`config.mk`:
```
export PLATFORM = sky130hd
export DESIGN_NAME = id_ex_forward_reg
export DESIGN_NICKNAME = d
export VERILOG_FILES = /design/src/rtl/id_ex_forward_reg.sv
export SDC_FILE = /design/constraint.sdc
export NUM_CORES = 1
export LEC_CHECK = 0
export ABC_AREA = 0
export CELL_PAD_IN_SITES_DETAIL_PLACEMENT = 0
export CELL_PAD_IN_SITES_GLOBAL_PLACEMENT = 1
export CORE_ASPECT_RATIO = 0.7
export CORE_MARGIN = 2
export CORE_UTILIZATION = 25
export CTS_CLUSTER_SIZE = 24
export DETAILED_ROUTE_END_ITERATION = 10
export GPL_ROUTABILITY_DRIVEN = 1
export PLACE_DENSITY = 0.84
export REMOVE_ABC_BUFFERS = 1
export SYNTH_ARGS = -nofsm -noshare
export SYNTH_HDL_FRONTEND = slang
export SYNTH_SLANG_ARGS = --single-unit
```
`constraint.sdc`:
```
create_clock -name clk -period 1.6 [get_ports clk]
set_input_delay 0.32 -clock clk [delete_from_list [all_inputs] [get_ports clk]]
set_output_delay 0.32 -clock clk [all_outputs]
set_load 0.01 [all_outputs]
```
`src/rtl/id_ex_forward_reg.sv`:
```
// ID/EX pipeline register with registered operand-forwarding selects and load-use stall detection.
// Selects are resolved in ID against the EX and MEM producers so EX sees them straight from flops.
module id_ex_forward_reg #(
    parameter int unsigned DATA_WIDTH = 16,
    parameter int unsigned REG_AW     = 4,
    parameter bit          ZERO_REG   = 1'b0
) (
    input  logic                  clk,
    input  logic                  rst,
    input  logic                  flush,
    input  logic                  hold,
    input  logic                  id_valid,
    input  logic [REG_AW-1:0]     id_rs_addr,
    input  logic [REG_AW-1:0]     id_rt_addr,
    input  logic                  id_uses_rs,
    input  logic                  id_uses_rt,
    input  logic [DATA_WIDTH-1:0] id_rs_data,
    input  logic [DATA_WIDTH-1:0] id_rt_data,
    input  logic [REG_AW-1:0]     id_rd_addr,
    input  logic                  id_reg_write,
    input  logic                  id_mem_read,
    input  logic [REG_AW-1:0]     mem_rd_addr,
    input  logic                  mem_reg_write,
    output logic                  ex_valid,
    output logic [DATA_WIDTH-1:0] ex_rs_data,
    output logic [DATA_WIDTH-1:0] ex_rt_data,
    output logic [REG_AW-1:0]     ex_rd_addr,
    output logic                  ex_reg_write,
    output logic                  ex_mem_read,
    output logic [1:0]            fwd_sel_a,
    output logic [1:0]            fwd_sel_b,
    output logic                  stall
);

    localparam logic [1:0] SelRf    = 2'd0;
    localparam logic [1:0] SelExMem = 2'd1;
    localparam logic [1:0] SelMemWb = 2'd2;

    logic                  valid_q, valid_d;
    logic [DATA_WIDTH-1:0] rs_data_q, rs_data_d;
    logic [DATA_WIDTH-1:0] rt_data_q, rt_data_d;
    logic [REG_AW-1:0]     rd_addr_q, rd_addr_d;
    logic                  reg_write_q, reg_write_d;
    logic                  mem_read_q, mem_read_d;
    logic [1:0]            sel_a_q, sel_a_d;
    logic [1:0]            sel_b_q, sel_b_d;

    logic       rs_zero, rt_zero;
    logic       hazard_rs, hazard_rt;
    logic       ex_writes;
    logic [1:0] sel_a_calc, sel_b_calc;

    // Index 0 is never a real producer/consumer link when hard-wired to zero.
    assign rs_zero = ZERO_REG && (id_rs_addr == '0);
    assign rt_zero = ZERO_REG && (id_rt_addr == '0);

    assign hazard_rs = id_uses_rs && !rs_zero && (id_rs_addr == rd_addr_q);
    assign hazard_rt = id_uses_rt && !rt_zero && (id_rt_addr == rd_addr_q);

    assign stall = id_valid && valid_q && mem_read_q && reg_write_q && (hazard_rs || hazard_rt);

    assign ex_writes = valid_q && reg_write_q;

    always_comb begin
        sel_a_calc = SelRf;
        if (id_uses_rs && !rs_zero) begin
            if (ex_writes && (rd_addr_q == id_rs_addr)) begin
                sel_a_calc = SelExMem;
            end else if (mem_reg_write && (mem_rd_addr == id_rs_addr)) begin
                sel_a_calc = SelMemWb;
            end
        end
    end

    always_comb begin
        sel_b_calc = SelRf;
        if (id_uses_rt && !rt_zero) begin
            if (ex_writes && (rd_addr_q == id_rt_addr)) begin
                sel_b_calc = SelExMem;
            end else if (mem_reg_write && (mem_rd_addr == id_rt_addr)) begin
                sel_b_calc = SelMemWb;
            end
        end
    end

    always_comb begin
        valid_d     = valid_q;
        rs_data_d   = rs_data_q;
        rt_data_d   = rt_data_q;
        rd_addr_d   = rd_addr_q;
        reg_write_d = reg_write_q;
        mem_read_d  = mem_read_q;
        sel_a_d     = sel_a_q;
        sel_b_d     = sel_b_q;
        if (flush || (!hold && stall)) begin
            valid_d     = 1'b0;
            rs_data_d   = '0;
            rt_data_d   = '0;
            rd_addr_d   = '0;
            reg_write_d = 1'b0;
            mem_read_d  = 1'b0;
            sel_a_d     = SelRf;
            sel_b_d     = SelRf;
        end else if (!hold) begin
            valid_d     = id_valid;
            rs_data_d   = id_rs_data;
            rt_data_d   = id_rt_data;
            rd_addr_d   = id_rd_addr;
            reg_write_d = id_valid && id_reg_write;
            mem_read_d  = id_valid && id_mem_read;
            sel_a_d     = id_valid ? sel_a_calc : SelRf;
            sel_b_d     = id_valid ? sel_b_calc : SelRf;
        end
    end

    always_ff @(posedge clk or posedge rst) begin
        if (rst) begin
            valid_q     <= 1'b0;
            rs_data_q   <= '0;
            rt_data_q   <= '0;
            rd_addr_q   <= '0;
            reg_write_q <= 1'b0;
            mem_read_q  <= 1'b0;
            sel_a_q     <= SelRf;
            sel_b_q     <= SelRf;
        end else begin
            valid_q     <= valid_d;
            rs_data_q   <= rs_data_d;
            rt_data_q   <= rt_data_d;
            rd_addr_q   <= rd_addr_d;
            reg_write_q <= reg_write_d;
            mem_read_q  <= mem_read_d;
            sel_a_q     <= sel_a_d;
            sel_b_q     <= sel_b_d;
        end
    end

    assign ex_valid     = valid_q;
    assign ex_rs_data   = rs_data_q;
    assign ex_rt_data   = rt_data_q;
    assign ex_rd_addr   = rd_addr_q;
    assign ex_reg_write = reg_write_q;
    assign ex_mem_read  = mem_read_q;
    assign fwd_sel_a    = sel_a_q;
    assign fwd_sel_b    = sel_b_q;

endmodule

```
==> out/summary.md, run 1 <==
The flow ran to the end, but the final reports show violations. The power share of the combinational group was 21.0%; the clock transition time at the flip-flop clock pins of the worst setup and hold paths was 0.08 ns. Across the routed clock network, the largest skew measured is 0.00774 ns. In the finished design, the share of the clock period the worst path needs comes to 128%.

The H-tree was split into 2 levels. Number of cells on the worst reg-to-reg path: 8. From bottom edge to top edge, the die measures 77.1 um. The tools report the number of rows in the core area as 26. The most frequent cell after synthesis was nand2_1. Setup repair after global routing could not meet its margin everywhere.

The prevailing post-synth register cell was dfrtp_1. In the routed design, unresolved DRC markers number 0. The number of pins exceeding their max-slew limit in the final report is 0, and the overall routed net length is 6510 um. The completed layout was analyzed and its total power is 2.59 mW.

The cell at the root of the clock tree was clkbuf_8. In this run the horizontal extent of the chip is 108 um. Once the floorplan was initialized, standard cells occupied 26.0% of the core. The synthesized area per cell was 10.5 um2. At the end of the flow the core is filled with cells to 48.8%. The final-report hold violation count is 0. The standard cell core area is 7350 um2. Total of buffers placed on input and output ports: 101.

Entering global routing, the biggest net connects 27 pins. Counting distinct cell types in the post-synthesis netlist gives 23. For this design the top-level I/O count stands at 102. TritonCTS built the clock tree.

The logs give 0 for the number of antenna violations at the first check in global routing and 1.28 ns for the required time of the critical path. The total inserted antenna cells is 0, and the post-place instance area is 3280 um2. The slew at the pin with the worst max-slew slack is 0.415 ns.

The detailed router finished its first iteration with 105 violations. The path class of the lowest-slack min-delay path was in2async. In this run switching power makes up 23.8% of total power. The number of instances in the synthesized netlist was 182. The final route contains 1,952 vias. After synthesis, the most frequently instantiated cells are nand2_1 (46), dfrtp_1 (43), o22ai_1 (20).

The maximum operating frequency came out at 486 MHz. The tools report the endpoint kind of the worst setup timing path as a primary output. Fill cells in the final layout number 723.

Cell area after layout: 3590 um2. For the worst-skew pair, the clock arrives at the later sink with an insertion delay of 0.29 ns. The final reports fail on setup timing. The nature of the critical path startpoint is an input port. For the total of warnings raised by yosys, the log shows 0. The internal portion of the total power is 1.98 mW.

The average wire length per cell after detail routing works out to 15.6 um. Synthesis inferred 43 register bits. The area growth from synthesis to layout is 87.7%. The number of global-route vias before repair is 2,009. The net count of the finished layout is 376. The analysis attributes to cell leakage a power of 1.53 nW.

Global-route usage over all layers: 16.1%. The tools report the routability congestion estimate as 0.843. The post-synthesis async set-or-reset flop share works out to 100%. The first global-routing pass estimated 10,500 um of wire. In this run the worst path has a maximum fanout of 2.

The count of nets left with antenna violations once routing finished came out at 0. The worst path in the final design needs a cycle of 2.06 ns, including I/O delays and setup. For the overflow left after global routing, the log shows 0. Final hold analysis gives a worst-case slack of 0.337 ns. The worst pin sits at a relative slew slack of 72.3%. For the number of max-cap violations, the log shows 0.

The worst setup path is of the in2out kind. For flop-to-flop paths, the worst setup slack is -0.42 ns. The analysis attributes to net switching a power of 0.616 mW. At the worst endpoint, the arrival time is 1.74 ns. The number of clock buffers added by TritonCTS is 5. Worst path setup slack after routing: -0.456 ns. For the clock power share, the log shows 33.7%. IR analysis of the VDD net gives a maximum drop of 0.372 mV. The synthesized design spends more area on one cell type than any other, namely dfrtp_1.

The detailed-routing iteration count for the pre-antenna-repair pass came out at 4. Summing every instance area after synthesis gives 1910 um2. Yosys attributes the largest share of cell area to dfrtp_1 (56%), a32o_1 (9.4%), nand2_1 (9.0%). The die covers 8370 um2. The pre-CTS worst setup slack is -0.938 ns.

The number of clock sinks seen by CTS was 43; the post-DP HPWL was 4720 um. The power density over the cells was 723 nW/um2. The ratio of routed vias to standard cells is 4.68, and the maximum root-to-sink buffer count is 2.

Top-area cell type share of the netlist area: 56.3%. Of the total power, registers draw 45.3%. In this run, synthesis inferred 0 flip-flops with an integrated enable. The share of synthesized area occupied by flip-flops and latches was 56.3%. The fraction of final layout cells sized beyond drive strength 1 is 18.2%, and the count of final setup violators is 42.
-- flip-flops by register name, summed over array words and instances, names as in the netlist --
name	cells
ex_mem_read	1
ex_rs_data	16
ex_rd_addr	4
fwd_sel_b	2
fwd_sel_a	2
ex_rt_data	16
ex_reg_write	1
ex_valid	1
-- cell type report --
class	instances	area, um2	share of cell area, %
repair buffers	144	1490	41.6
flip-flops and latches	43	1080	30.0
multi-input cells	122	768	21.4
well taps	98	123	3.42
clock buffers	6	82.6	2.30
clock inverters	2	35.0	0.977
inverters	2	7.51	0.209
-- cells by family (layout without fill, tap and decap cells) --
logic type | after synthesis | after routing | share of synthesized area (%)
simple gates | 60 | 60 | 13.7
flops | 43 | 43 | 56.3
buf+inv | 17 | 154 | 3.60
xor+xnor | 16 | 16 | 7.33
compound gates | 46 | 46 | 19.1
-- power groups by stage --
stage                     combinational (mW)  sequential, mW  clock [mW]
after floorplan                        0.131            1.22           0
after global placement                 0.547            1.19           0
after detailed placement               0.555            1.20           0
after CTS                              0.552            1.17       0.912
after global routing                   0.587            1.18       0.962
final                                  0.544            1.17       0.874
-- cells in the final DEF, fill, tap and decap left out, types with 2 or more instances in the layout --
master	n
buf_12	8
dfrtp_1	42
xor2_1	8
a21oi_1	2
inv_2	2
nand2_1	46
a22o_1	2
clkdlybuf4s50_1	89
nand4_1	3
buf_16	3
o22ai_1	20
nand3_1	4
dlygate4sd2_1	11
clkbuf_8	6
buf_4	30
buf_6	2
xnor2_1	8
a32o_1	18
nor4_2	2
-- routing by layer --
| layer | GRT usage [%] | up-vias | share of wire, % |
|---|---|---|---|
| met5 | 0 | - | 0 |
| met4 | 1.54 | 0 | 0.061 |
| met3 | 5.02 | 2 | 8.4 |
| met2 | 23.8 | 75 | 42 |
| met1 | 23.8 | 944 | 49 |
| li1 | - | 931 | - |
-- final timing paths --
kind,startpoint,end
setup reg to reg,ex_rd_addr[2],ex_rs_data[12]
hold reg to reg,ex_rs_data[10],ex_rs_data[10]
min in group clk,ex_rs_data[10],ex_rs_data[10]
setup / recovery,id_rt_addr[3],stall
hold / removal,rst,ex_rs_data[4]
max in group asynchronous,rst,ex_rd_addr[0]
-- through the flow --
stage | TNS, ns | instances
floorplan | -10.14 | 167
global placement | -25.72 | 398
detailed placement | -25.93 | 398
CTS | -15.10 | 417
global route | -20.04 | 417
finish | -15.66 | 417
-- repair_timing --
item	4_1_cts	5_1_grt
gates cloned	3	0
pin swaps	6	0
resized for setup	29	0
hold buffers	0	0
endpoints found under the setup margin	49	42
setup buffers	8	0
-- worst max-delay path, cell delays in order --
cell,delay (ns)
clkdlybuf4s50_1,0.45
xor2_1,0.17
nor4_2,0.26
nand2_1,0.08
a21o_1,0.26
inv_2,0.10
buf_6,0.10
Power figures use the tool's default switching activity.
==> inputs of run 2 (changes only) <==
==> constraint.sdc (replaced) <==
create_clock -name clk -period 1.6 [get_ports clk]
set_input_delay 0.48 -clock clk [delete_from_list [all_inputs] [get_ports clk]]
set_output_delay 0.48 -clock clk [all_outputs]
set_load 0.01 [all_outputs]
==> run 2 against run 1 <==
Effect of this change: count of clock-buffer cells in the layout stayed put; final area decreased by 5.5%; die area stayed put; critical path type unchanged; the flow still finishes with violations (setup timing); hold slack improved by 0.15 ns.
==> out/summary.md, run 2 (synthesis results as in run 1) <==
The fraction of final layout cells sized beyond drive strength 1 is 19.9% (+1.7 points). The gate family responsible for the most delay along the worst path is buffers and inverters. The total I/O pin count was 102 (unchanged).

The slowest stage cell on the critical path is nor4_4. For the post-place instance area, the log shows 3260 um2 (-0.61%). The ratio of routed vias to standard cells is 4.69 (+0.14%). The logs give 1,922 (-1.5%) for the via total after detailed routing and 0 (unchanged) for the post-route antenna net violation count. The run finished, with violations left. The chip height is 77.1 um (unchanged). The worst setup path is launched from an input port. The run gives 1080 um2 (unchanged) as the area used by sequential logic in the layout. Peak fanout along the critical path: 2 (unchanged). The run gives 1.12 ns (-0.16 ns) as the required time of the critical path. The number of DRC violations after detailed routing was 0 (unchanged). Leaving out fill and tap cells, the most frequent cell in the layout is clkdlybuf4s50_1. Worst clock skew: 0.00633 ns (-0.00141 ns). The headroom to the max-slew limit was 78.7% (+6.4 points); the total inserted antenna cells was 0 (unchanged).

TritonCTS built the clock tree. Path class of the lowest-slack min-delay path: reg2reg. Worst path setup slack after routing: -0.639 ns (-0.183 ns). The run gives 1.58 nW (+3.3%) as the static leakage.

The final period demand of the worst path is 2.24 ns (+0.183 ns), and the delay of the slowest critical-path stage is 0.30 ns (-0.15 ns). The type of the worst setup path is in2out. Count of final setup violators: 42 (unchanged). The post-layout total power was 2.40 mW (-7.4%); the CTS buffer count was 5 (unchanged). The logs give 447 MHz (-8.2%) for the maximum operating frequency and 10,200 um (-3.0%) for the global-route wire length before repair.

The run gives 44 (+63%) as the pin count of the biggest net entering global routing. Setup repair after global routing could not meet its margin everywhere. From synthesis to final layout, the design area changed by 77.3%. The number of rows in the core area is 26 (unchanged), and the total of buffers placed on input and output ports is 101 (unchanged). The number of global-route vias before repair was 1,971 (-1.9%); the standard cell core area was 7350 um2 (unchanged). The post-placement cell count is 397 (-0.25%), and the initial core utilization is 26.0% (unchanged). The run gives 0.491 ns (+0.154 ns) as the worst hold slack.

Overall routed net length: 6460 um (-0.80%). For the final layout net count, the log shows 370 (-1.6%). Leaving out fill and tap cells, the most frequent cells in the layout are clkdlybuf4s50_1 (49), nand2_1 (46), dfrtp_1 (42), dlygate4sd2_1 (42), buf_4 (33).

The cts-stage hold buffer count came out at 0 (unchanged). Critical path arrival: 1.76 ns (+0.02 ns). The average wire length per cell after detail routing came out at 15.8 um (+0.90%). The routability congestion estimate is 0.840 (-0.32%), and the overall die width is 108 um (unchanged). The number of max-cap violations was 0 (unchanged); the die area was 8370 um2 (unchanged). The endpoint kind of the worst setup timing path is a primary output. The number of clock sinks seen by CTS is 43 (unchanged). Walking the worst path, the cells encountered are dlygate4sd2_1 > xor2_2 > nor4_4 > nand2_1 > a21o_1 > inv_2 > buf_6.

The power density over the cells was 709 nW/um2 (-1.9%); the number of levels the H-tree was split into was 2 (unchanged). The share of the clock period used by the worst path works out to 140% (+11 points). For the clock latency of the later-clocked register in the worst-skew pair, the log shows 0.29 ns (about the same). The run gives 0 (unchanged) as the final-report hold violation count. The run gives 0 (unchanged) as the number of pins exceeding their max-slew limit in the final report.

The number of antenna violations at the first check in global routing was 0 (unchanged); the area used by multi-input combinational logic was 818 um2 (+6.5%). The fill cell total of the finished layout came out at 746 (+3.2%). The overflow left after global routing came out at 0 (unchanged). The checks that failed: setup timing. The logs give 410 (-1.7%) for the final standard cell count with taps included and fillers excluded and 4 (unchanged) for the detailed-routing iteration count for the pre-antenna-repair pass.

Cell area after layout: 3390 um2 (-5.5%). The slew at the pin with the worst max-slew slack came out at 0.318 ns (-0.0970 ns). The tools report the maximum root-to-sink buffer count as 2 (unchanged). The total buffers and inverters traversed by the critical path came out at 3 (unchanged). Global-route usage over all layers: 15.7% (-0.37 points). The tools report the post-DP HPWL as 4640 um (-1.7%).

The largest voltage drop on the vdd net came out at 0.300 mV (-19%). The tools report the iteration-0 DRC count of the detailed router as 66 (-37%). The clock transition time at the flip-flop clock pins of the worst setup and hold paths was 0.08 ns (about the same). The tools report the cell at the root of the clock tree as clkbuf_8.
==> run 2: final cells by class <==
class	instances	share of cell area, %
Clock inverter	1	0.148
Inverter	2	0.222
Tap cell	98	3.62
Clock buffer	6	2.44
Multi-Input combinational cell	122	24.2
Timing Repair Buffer	138	37.6
Sequential cell	43	31.8
==> run 2: worst paths after layout <==
check / endpoint / from / slack (ns) / cells after the start
worst min register to register: ex_rt_data[5] / ex_rt_data[5] / 0.49 / 1
max in group asynchronous: ex_rd_addr[0] / rst / 0.85 / 3
min in group asynchronous: ex_rs_data[4] / rst / 0.52 / 3
worst max register to register: ex_rs_data[12] / ex_rd_addr[1] / -0.34 / 7
worst min-delay path: ex_rt_data[5] / ex_rt_data[5] / 0.49 / 1
worst max-delay path: stall / id_rs_addr[0] / -0.64 / 7
==> run 2: metal layers <==
metal,GRT usage [%],part of all wire (%),vias up
met3,5.70,9.0,6
met2,23.7,44,82
met5,0,0,-
met1,21.8,46,917
li1,-,-,917
met4,2.82,0.71,0
==> run 2: power by group <==
| group | switching [mW] | internal, mW | total (mW) |
|---|---|---|---|
| logic | 0.224 | 0.299 | 0.523 |
| clock network | 0.366 | 0.339 | 0.705 |
| registers | 0.0323 | 1.14 | 1.17 |
| total | 0.622 | 1.78 | 2.40 |
==> run 2: metrics by stage <==
step | worst slack (ns) | util (%) | setup TNS (ns)
global route | -0.733 | 46.1 | -16.12
detailed placement | -1.26 | 44.3 | -33.82
global placement | -1.24 | 44.3 | -32.09
CTS | -0.611 | 45.2 | -10.02
floorplan | -0.565 | - | -14.09
finish | -0.639 | 46.1 | -12.67
==> run 2: timing repair <==
action / 4_1_cts / 5_1_grt
gates resized for setup: 66 / 15
buffers inserted: 3 / 3
setup endpoints to repair: 86 / 48
pin swaps: 6 / 8
